$ cat src/rtl/hex_syscall_unit_pkg.sv
// Shared types for the syscall unit: bus widths, syscall codes, FSM states and
// the word-index to byte-address helper.
package hex_syscall_unit_pkg;

  localparam int ADDR_W = 18;
  localparam int DATA_W = 32;

  typedef logic [ADDR_W-1:0] addr_t;
  typedef logic [DATA_W-1:0] data_t;

  localparam addr_t SP_ADDR = 18'd4;

  typedef enum logic [1:0] {
    SYS_EXIT  = 2'd0,
    SYS_WRITE = 2'd1,
    SYS_READ  = 2'd2
  } syscall_t;

  typedef enum logic [3:0] {
    IDLE,
    RD_SP,
    RD_A1,
    RD_A2,
    LAT_A2,
    OUT,
    IN_WAIT,
    STORE,
    HALT,
    DONE
  } sys_state_t;

  // Word index to byte address; the shift happens at full data width, then wraps into the address space.
  function automatic addr_t wordAddr(input data_t w);
    data_t b;
    b = w << 2;
    return b[ADDR_W-1:0];
  endfunction

endpackage

$ cat src/rtl/hex_syscall_unit_if.sv
// Bundles the syscall request, data-memory port and byte-stream handshakes.
// The master side is the syscall unit; the slave side is processor, memory and streams.
interface hex_syscall_unit_if;
  import hex_syscall_unit_pkg::*;

  logic     i_syscall_valid;
  syscall_t i_syscall;
  logic     o_stall;

  logic     o_d_valid;
  logic     o_d_we;
  addr_t    o_d_addr;
  data_t    o_d_data;
  data_t    i_d_data;

  logic       o_out_valid;
  logic [7:0] o_out_data;
  logic [7:0] o_out_stream;
  logic       i_out_ready;

  logic       o_in_req;
  logic [7:0] o_in_stream;
  logic       i_in_valid;
  logic [7:0] i_in_data;

  logic  o_exit;
  data_t o_exit_code;

  modport master (
    input  i_syscall_valid, i_syscall, i_d_data, i_out_ready, i_in_valid, i_in_data,
    output o_stall, o_d_valid, o_d_we, o_d_addr, o_d_data,
    output o_out_valid, o_out_data, o_out_stream, o_in_req, o_in_stream,
    output o_exit, o_exit_code
  );

  modport slave (
    output i_syscall_valid, i_syscall, i_d_data, i_out_ready, i_in_valid, i_in_data,
    input  o_stall, o_d_valid, o_d_we, o_d_addr, o_d_data,
    input  o_out_valid, o_out_data, o_out_stream, o_in_req, o_in_stream,
    input  o_exit, o_exit_code
  );

endinterface

$ cat src/rtl/hex_syscall_unit.sv
// Executes SVC requests (EXIT/WRITE/READ) as a multi-cycle sequence, stalling the
// processor while it fetches arguments, drives the byte streams and stores READ results.
module hex_syscall_unit
  import hex_syscall_unit_pkg::*;
(
  input  logic               i_clk,
  input  logic               i_rst,
  hex_syscall_unit_if.master bus
);

  sys_state_t r_state;
  sys_state_t w_next;
  data_t      r_sp;
  data_t      r_arg1;
  logic [7:0] r_arg2;
  logic [7:0] r_byte;

  // Memory read data arrives one cycle after the request, so each latch happens in the state after its read.
  always_ff @(posedge i_clk or posedge i_rst) begin
    if (i_rst) begin
      r_state <= IDLE;
      r_sp    <= '0;
      r_arg1  <= '0;
      r_arg2  <= '0;
      r_byte  <= '0;
    end else begin
      r_state <= w_next;
      case (r_state)
        RD_A1:   r_sp   <= bus.i_d_data;
        RD_A2:   r_arg1 <= bus.i_d_data;
        LAT_A2:  r_arg2 <= bus.i_d_data[7:0];
        IN_WAIT: if (bus.i_in_valid) r_byte <= bus.i_in_data;
        default: ;
      endcase
    end
  end

  always_comb begin
    w_next           = r_state;
    bus.o_stall      = 1'b1;
    bus.o_d_valid    = 1'b0;
    bus.o_d_we       = 1'b0;
    bus.o_d_addr     = '0;
    bus.o_d_data     = '0;
    bus.o_out_valid  = 1'b0;
    bus.o_out_data   = '0;
    bus.o_out_stream = '0;
    bus.o_in_req     = 1'b0;
    bus.o_in_stream  = '0;
    bus.o_exit       = 1'b0;
    bus.o_exit_code  = '0;

    case (r_state)
      IDLE: begin
        // Gated by reset so a held SVC cannot leak a stall while reset is asserted.
        bus.o_stall = bus.i_syscall_valid && !i_rst;
        if (bus.i_syscall_valid) w_next = RD_SP;
      end
      RD_SP: begin
        bus.o_d_valid = 1'b1;
        bus.o_d_addr  = SP_ADDR;
        w_next        = RD_A1;
      end
      RD_A1: begin
        bus.o_d_valid = 1'b1;
        bus.o_d_addr  = wordAddr(bus.i_d_data + 32'd2);
        w_next        = RD_A2;
      end
      RD_A2: begin
        case (bus.i_syscall)
          SYS_WRITE: begin
            bus.o_d_valid = 1'b1;
            bus.o_d_addr  = wordAddr(r_sp + 32'd3);
            w_next        = LAT_A2;
          end
          SYS_READ: w_next = IN_WAIT;
          SYS_EXIT: w_next = HALT;
          default:  w_next = DONE;
        endcase
      end
      LAT_A2: w_next = OUT;
      OUT: begin
        bus.o_out_valid  = 1'b1;
        bus.o_out_data   = r_arg1[7:0];
        bus.o_out_stream = r_arg2;
        if (bus.i_out_ready) w_next = DONE;
      end
      IN_WAIT: begin
        bus.o_in_req    = 1'b1;
        bus.o_in_stream = r_arg1[7:0];
        if (bus.i_in_valid) w_next = STORE;
      end
      STORE: begin
        bus.o_d_valid = 1'b1;
        bus.o_d_we    = 1'b1;
        bus.o_d_addr  = wordAddr(r_sp + 32'd1);
        bus.o_d_data  = {24'b0, r_byte};
        w_next        = DONE;
      end
      HALT: begin
        bus.o_exit      = 1'b1;
        bus.o_exit_code = r_arg1;
      end
      DONE: begin
        // The processor retires the SVC here, so a still-high valid is not a new request.
        bus.o_stall = 1'b0;
        w_next      = IDLE;
      end
      default: w_next = IDLE;
    endcase
  end

endmodule

$ cat src/flat_wrapper.sv
// flat-port wrapper written by rule: the top's interface ports become plain ports
module hex_syscall_unit_flat import hex_syscall_unit_pkg::*;
  (i_clk, i_rst, bus_i_syscall_valid, bus_i_syscall, bus_i_d_data, bus_i_out_ready, bus_i_in_valid, bus_i_in_data, bus_o_stall, bus_o_d_valid, bus_o_d_we, bus_o_d_addr, bus_o_d_data, bus_o_out_valid, bus_o_out_data, bus_o_out_stream, bus_o_in_req, bus_o_in_stream, bus_o_exit, bus_o_exit_code);
  hex_syscall_unit_if bus_i ();
  input  logic i_clk;
  input  logic i_rst;
  input wire logic [$bits(bus_i.i_syscall_valid)-1:0] bus_i_syscall_valid;
  input wire logic [$bits(bus_i.i_syscall)-1:0] bus_i_syscall;
  input wire logic [$bits(bus_i.i_d_data)-1:0] bus_i_d_data;
  input wire logic [$bits(bus_i.i_out_ready)-1:0] bus_i_out_ready;
  input wire logic [$bits(bus_i.i_in_valid)-1:0] bus_i_in_valid;
  input wire logic [$bits(bus_i.i_in_data)-1:0] bus_i_in_data;
  output wire logic [$bits(bus_i.o_stall)-1:0] bus_o_stall;
  output wire logic [$bits(bus_i.o_d_valid)-1:0] bus_o_d_valid;
  output wire logic [$bits(bus_i.o_d_we)-1:0] bus_o_d_we;
  output wire logic [$bits(bus_i.o_d_addr)-1:0] bus_o_d_addr;
  output wire logic [$bits(bus_i.o_d_data)-1:0] bus_o_d_data;
  output wire logic [$bits(bus_i.o_out_valid)-1:0] bus_o_out_valid;
  output wire logic [$bits(bus_i.o_out_data)-1:0] bus_o_out_data;
  output wire logic [$bits(bus_i.o_out_stream)-1:0] bus_o_out_stream;
  output wire logic [$bits(bus_i.o_in_req)-1:0] bus_o_in_req;
  output wire logic [$bits(bus_i.o_in_stream)-1:0] bus_o_in_stream;
  output wire logic [$bits(bus_i.o_exit)-1:0] bus_o_exit;
  output wire logic [$bits(bus_i.o_exit_code)-1:0] bus_o_exit_code;
  assign bus_i.i_syscall_valid = bus_i_syscall_valid;
  assign bus_i.i_syscall = bus_i_syscall;
  assign bus_i.i_d_data = bus_i_d_data;
  assign bus_i.i_out_ready = bus_i_out_ready;
  assign bus_i.i_in_valid = bus_i_in_valid;
  assign bus_i.i_in_data = bus_i_in_data;
  assign bus_o_stall = bus_i.o_stall;
  assign bus_o_d_valid = bus_i.o_d_valid;
  assign bus_o_d_we = bus_i.o_d_we;
  assign bus_o_d_addr = bus_i.o_d_addr;
  assign bus_o_d_data = bus_i.o_d_data;
  assign bus_o_out_valid = bus_i.o_out_valid;
  assign bus_o_out_data = bus_i.o_out_data;
  assign bus_o_out_stream = bus_i.o_out_stream;
  assign bus_o_in_req = bus_i.o_in_req;
  assign bus_o_in_stream = bus_i.o_in_stream;
  assign bus_o_exit = bus_i.o_exit;
  assign bus_o_exit_code = bus_i.o_exit_code;
  hex_syscall_unit u_core (.i_clk(i_clk), .i_rst(i_rst), .bus(bus_i));
endmodule
$ cat config.mk
export PLATFORM = sky130hd
export DESIGN_NAME = hex_syscall_unit_flat
export DESIGN_NICKNAME = d
export VERILOG_FILES = /design/src/rtl/hex_syscall_unit_pkg.sv /design/src/rtl/hex_syscall_unit_if.sv /design/src/rtl/hex_syscall_unit.sv /design/src/flat_wrapper.sv
export SDC_FILE = /design/constraint.sdc
export NUM_CORES = 1
export LEC_CHECK = 0
export ABC_AREA = 1
export BUFFER_PORTS_ARGS = -buffer_cell sky130_fd_sc_hd__buf_2
export CORE_MARGIN = 5
export CORE_UTILIZATION = 30
export CTS_CLUSTER_SIZE = 8
export DETAILED_ROUTE_END_ITERATION = 12
export PLACE_DENSITY = 0.51
export SLEW_MARGIN = 20
export SYNTH_ARGS = -nofsm -noshare
export SYNTH_HDL_FRONTEND = slang
export SYNTH_SLANG_ARGS = --single-unit
$ cat constraint.sdc
create_clock -name i_clk -period 7.45 [get_ports i_clk]
set_input_delay 1.49 -clock i_clk [delete_from_list [all_inputs] [get_ports i_clk]]
set_output_delay 1.49 -clock i_clk [all_outputs]
set_load 0.02 [all_outputs]
==> results by group <==
Route
  – Post-route antenna net violation count: 0
  – Post-Route WL: 14500 µm
  – Pre-antenna DRT Iters: 5
  – Vias/cell: 4.52
  – DR WL/cell: 14.4 µm
  – Initial DRC count: 298
  – Vias: 4568
  – DRC violations left: 0

Placement
  – Post-DP HPWL: 11200 µm
  – PortBufs: 132
  – Placed Instance Area: 5260 µm²
  – Setup slack at placement: 2.95 ns
  – Placer congestion estimate: 0.866

Logic synthesis
  – Synth Cell Area: 4560 µm²
  – Register area share after synthesis: 0.373
  – Count leader, synth: nand2_1
  – Yosys top cell by area: dfrtp_1
  – Synth unique cells: 34
  – Seq cells post-synth: 68
  – Synth warn: 0
  – Largest cells by area after synthesis: dfrtp_1, nand2_1, nor2_1
  – Syn avg cell area: 6.56 µm²
  – Yosys top cell area share: 0.373
  – Asr flop ratio synth: 1.00
  – Post-synth top cells: nand2_1, nor2_1, inv_1
  – Synth Flop Type: dfrtp_1
  – Number of synthesized flops with an enable pin: 0
  – Mapped Cells: 695

Job
  – Maxcap violations: 0

Power and ir drop
  – Sequential share of power: 0.342
  – Logic pwr share: 0.444
  – Switching Fraction: 0.461
  – P_sw: 0.000949 W
  – Max IR drop VDD: 0.114 mV
  – Power density cells: 370 nW/µm²
  – Clock power share: 0.214
  – Static leakage: 3.16 nW
  – Cell Int Power: 0.00111 W
  – Total power: 0.00206 W

CTS
  – Num Clock Sinks: 68
  – CTS Hold Bufs: 0
  – H-Tree Depth: 3
  – Postcts setup bufs: 0
  – CTS max path bufs: 2
  – CTS tree: built
  – Post-CTS sizing: 0
  – Clock latency on the worst-skew pair: 0.33 ns
  – Root Buffer: clkbuf_16
  – Clock-pin slew of the registers on the worst-case setup and hold paths: 0.06 ns
  – Cts bufs inserted: 9

Timing
  – RSZ-0062 raised after global routing: false
  – Endpoints failing setup: 0
  – Min Hold Slack: 0.487 ns
  – Max_slew headroom: 0.389
  – Slew Viols, Final: 0
  – Final TNS setup: 0 ns
  – Skew final: 0.00492 ns
  – Hold Vio Cnt, Final: 0
  – Min Tclk post-route: 4.47 ns
  – Tcrit/Tclk final: 0.600
  – Slew @ Worst Pin: 0.916 ns
  – Worst setup margin: 2.98 ns
  – Max Clock Freq: 224 MHz

Setup path
  – Critical path class: input pin to primary output
  – Critical Path RT: 5.96 ns
  – CP Launch Type: input pin
  – Worst path max stage delay: 0.49 ns
  – CP delay by family, top: simple AND/OR/NAND/NOR gates
  – Max Fanout on Critical Path: 13
  – R2R depth: 7
  – Reg-to-reg endpoint: u_core.r_state[3]
  – CP cell instances: buf_2, inv_1, ha_1, inv_1, nor2_2, inv_1, nor2_1, o21ai_1, nand3_1, buf_2
  – Critical path data arrival time: 2.98 ns
  – R2R setup slack: 5.27 ns
  – Crit. End Element: primary output
  – R2R Path Start: u_core.r_state[3]
  – Slowest cell on crit path: nor2_2
  – Crit-path most repeated cell: inv_1
  – Worst path buffer plus inverter count: 5

Worst hold path
  – Hold Crit Start: u_core.r_arg1[3]
  – Worst hold path depth: 2
  – Hold endpoint: u_core.r_arg1[3]
  – HP Class: flop to flop

Layout
  – FF+latch area: 1700 µm²
  – Layout cell share with drive strength beyond 1: 0.204
  – Final nets: 870
  – FILL cells: 1707
  – Area Overhead vs Synth: 22.1%
  – Fin area: 5570 µm²
  – Multi-input logic area: 2220 µm²
  – Ant diodes: 0

Floorplan
  – Site Rows: 45
  – Core footprint: 15000 µm²
  – Die ar.: 17800 µm²
  – Chip height: 133 µm
  – Ports: 159
  – Die X: 133 µm
  – Starting Density: 0.303

Global route
  – Initial antenna violation count: 0
  – Vias in the first global route: 4264
  – Pin count of the biggest net entering global routing: 70
  – Global-route wire length before repair: 23000 µm
  – Global Route Usage Sum: 0.162
  – GR Overflow Total: 0

Run status
  – Status: completed
## metrics by stage
| step | std cells | utilization |
|---|---|---|
| floorplan | 720 | - |
| CTS | 1010 | 0.370 |
| finish | 1010 | 0.370 |
| global placement | 994 | 0.350 |
| global route | 1010 | 0.370 |
| detailed placement | 994 | 0.350 |
## kinds of logic after synthesis
| family | count (synthesis) | share of synthesized area |
|---|---|---|
| buf+inv | 161 | 0.161 |
| xor+xnor | 1 | 0.00192 |
| fa+ha+maj | 6 | 0.0165 |
| other cells | 1 | 0.000822 |
| simple gates | 362 | 0.338 |
| compound gates | 96 | 0.109 |
| flops | 68 | 0.373 |
## worst max path at each step
stage / startpoint / endpoint / slack, ns / cells after the start
3_5_place_dp: bus_i_syscall[1] / bus_o_d_addr[8] / 2.95 / 10
4_1_cts: bus_i_syscall[1] / bus_o_d_addr[8] / 2.94 / 10
2_1_floorplan: i_rst / bus_o_stall / 2.43 / 3
6_report: bus_i_syscall[1] / bus_o_d_addr[8] / 2.98 / 10
3_3_place_gp: bus_i_syscall[1] / bus_o_d_addr[8] / 2.95 / 10
5_1_grt: bus_i_syscall[1] / bus_o_d_addr[8] / 2.78 / 10
## worst min-delay path: stages (launching register included)
cell and delay, ns:
dfrtp_1 0.34, nand2_1 0.05, o21ai_0 0.06
## per-layer routing
layer  vias to the layer above  track usage  wire [µm]
met5                         -            0          0
met4                         0       0.0383        193
met3                        16       0.0408        825
met2                       137        0.266       6810
met1                      2057        0.214       6670
li1                       2358            -          -
## placed cells by master, fill, tap and decap left out, types with 6 or more instances in the layout
master     netlist  final
clkbuf_16        0      9
ha_1             6      6
inv_2            5      6
a21oi_1         13     13
nand3_1         66     66
nor2_1         115    115
dfrtp_1         68     68
conb_1           1     26
inv_1          107    106
buf_2           12    132
nand2_1        155    155
o21ai_0         72     72
nand4_1          6      6
## state kept, by name, indices dropped and copies added, names as in the netlist
signal          count
u_core.r_arg1      32
u_core.r_state      4
u_core.r_sp        16
u_core.r_arg2       8
u_core.r_byte       8
## final cells by class
cell class,instances,share of cell area
multi-input combinational,491,0.399
sequential,68,0.306
timing repair buffer,134,0.121
inverter,113,0.0762
clock buffer,11,0.0454
tap,188,0.0422
clock inverter,5,0.0106
## power by group through the flow
stage               Sequential [W]  Combinational, W  Clock [W]
floorplan                 0.000649          0.000714          0
global placement          0.000710          0.000920          0
detailed placement        0.000708          0.000925          0
CTS                       0.000704          0.000928   0.000454
global route              0.000728           0.00104   0.000474
finish                    0.000704          0.000914   0.000442
Note: power is estimated with default switching activity, not from simulation.
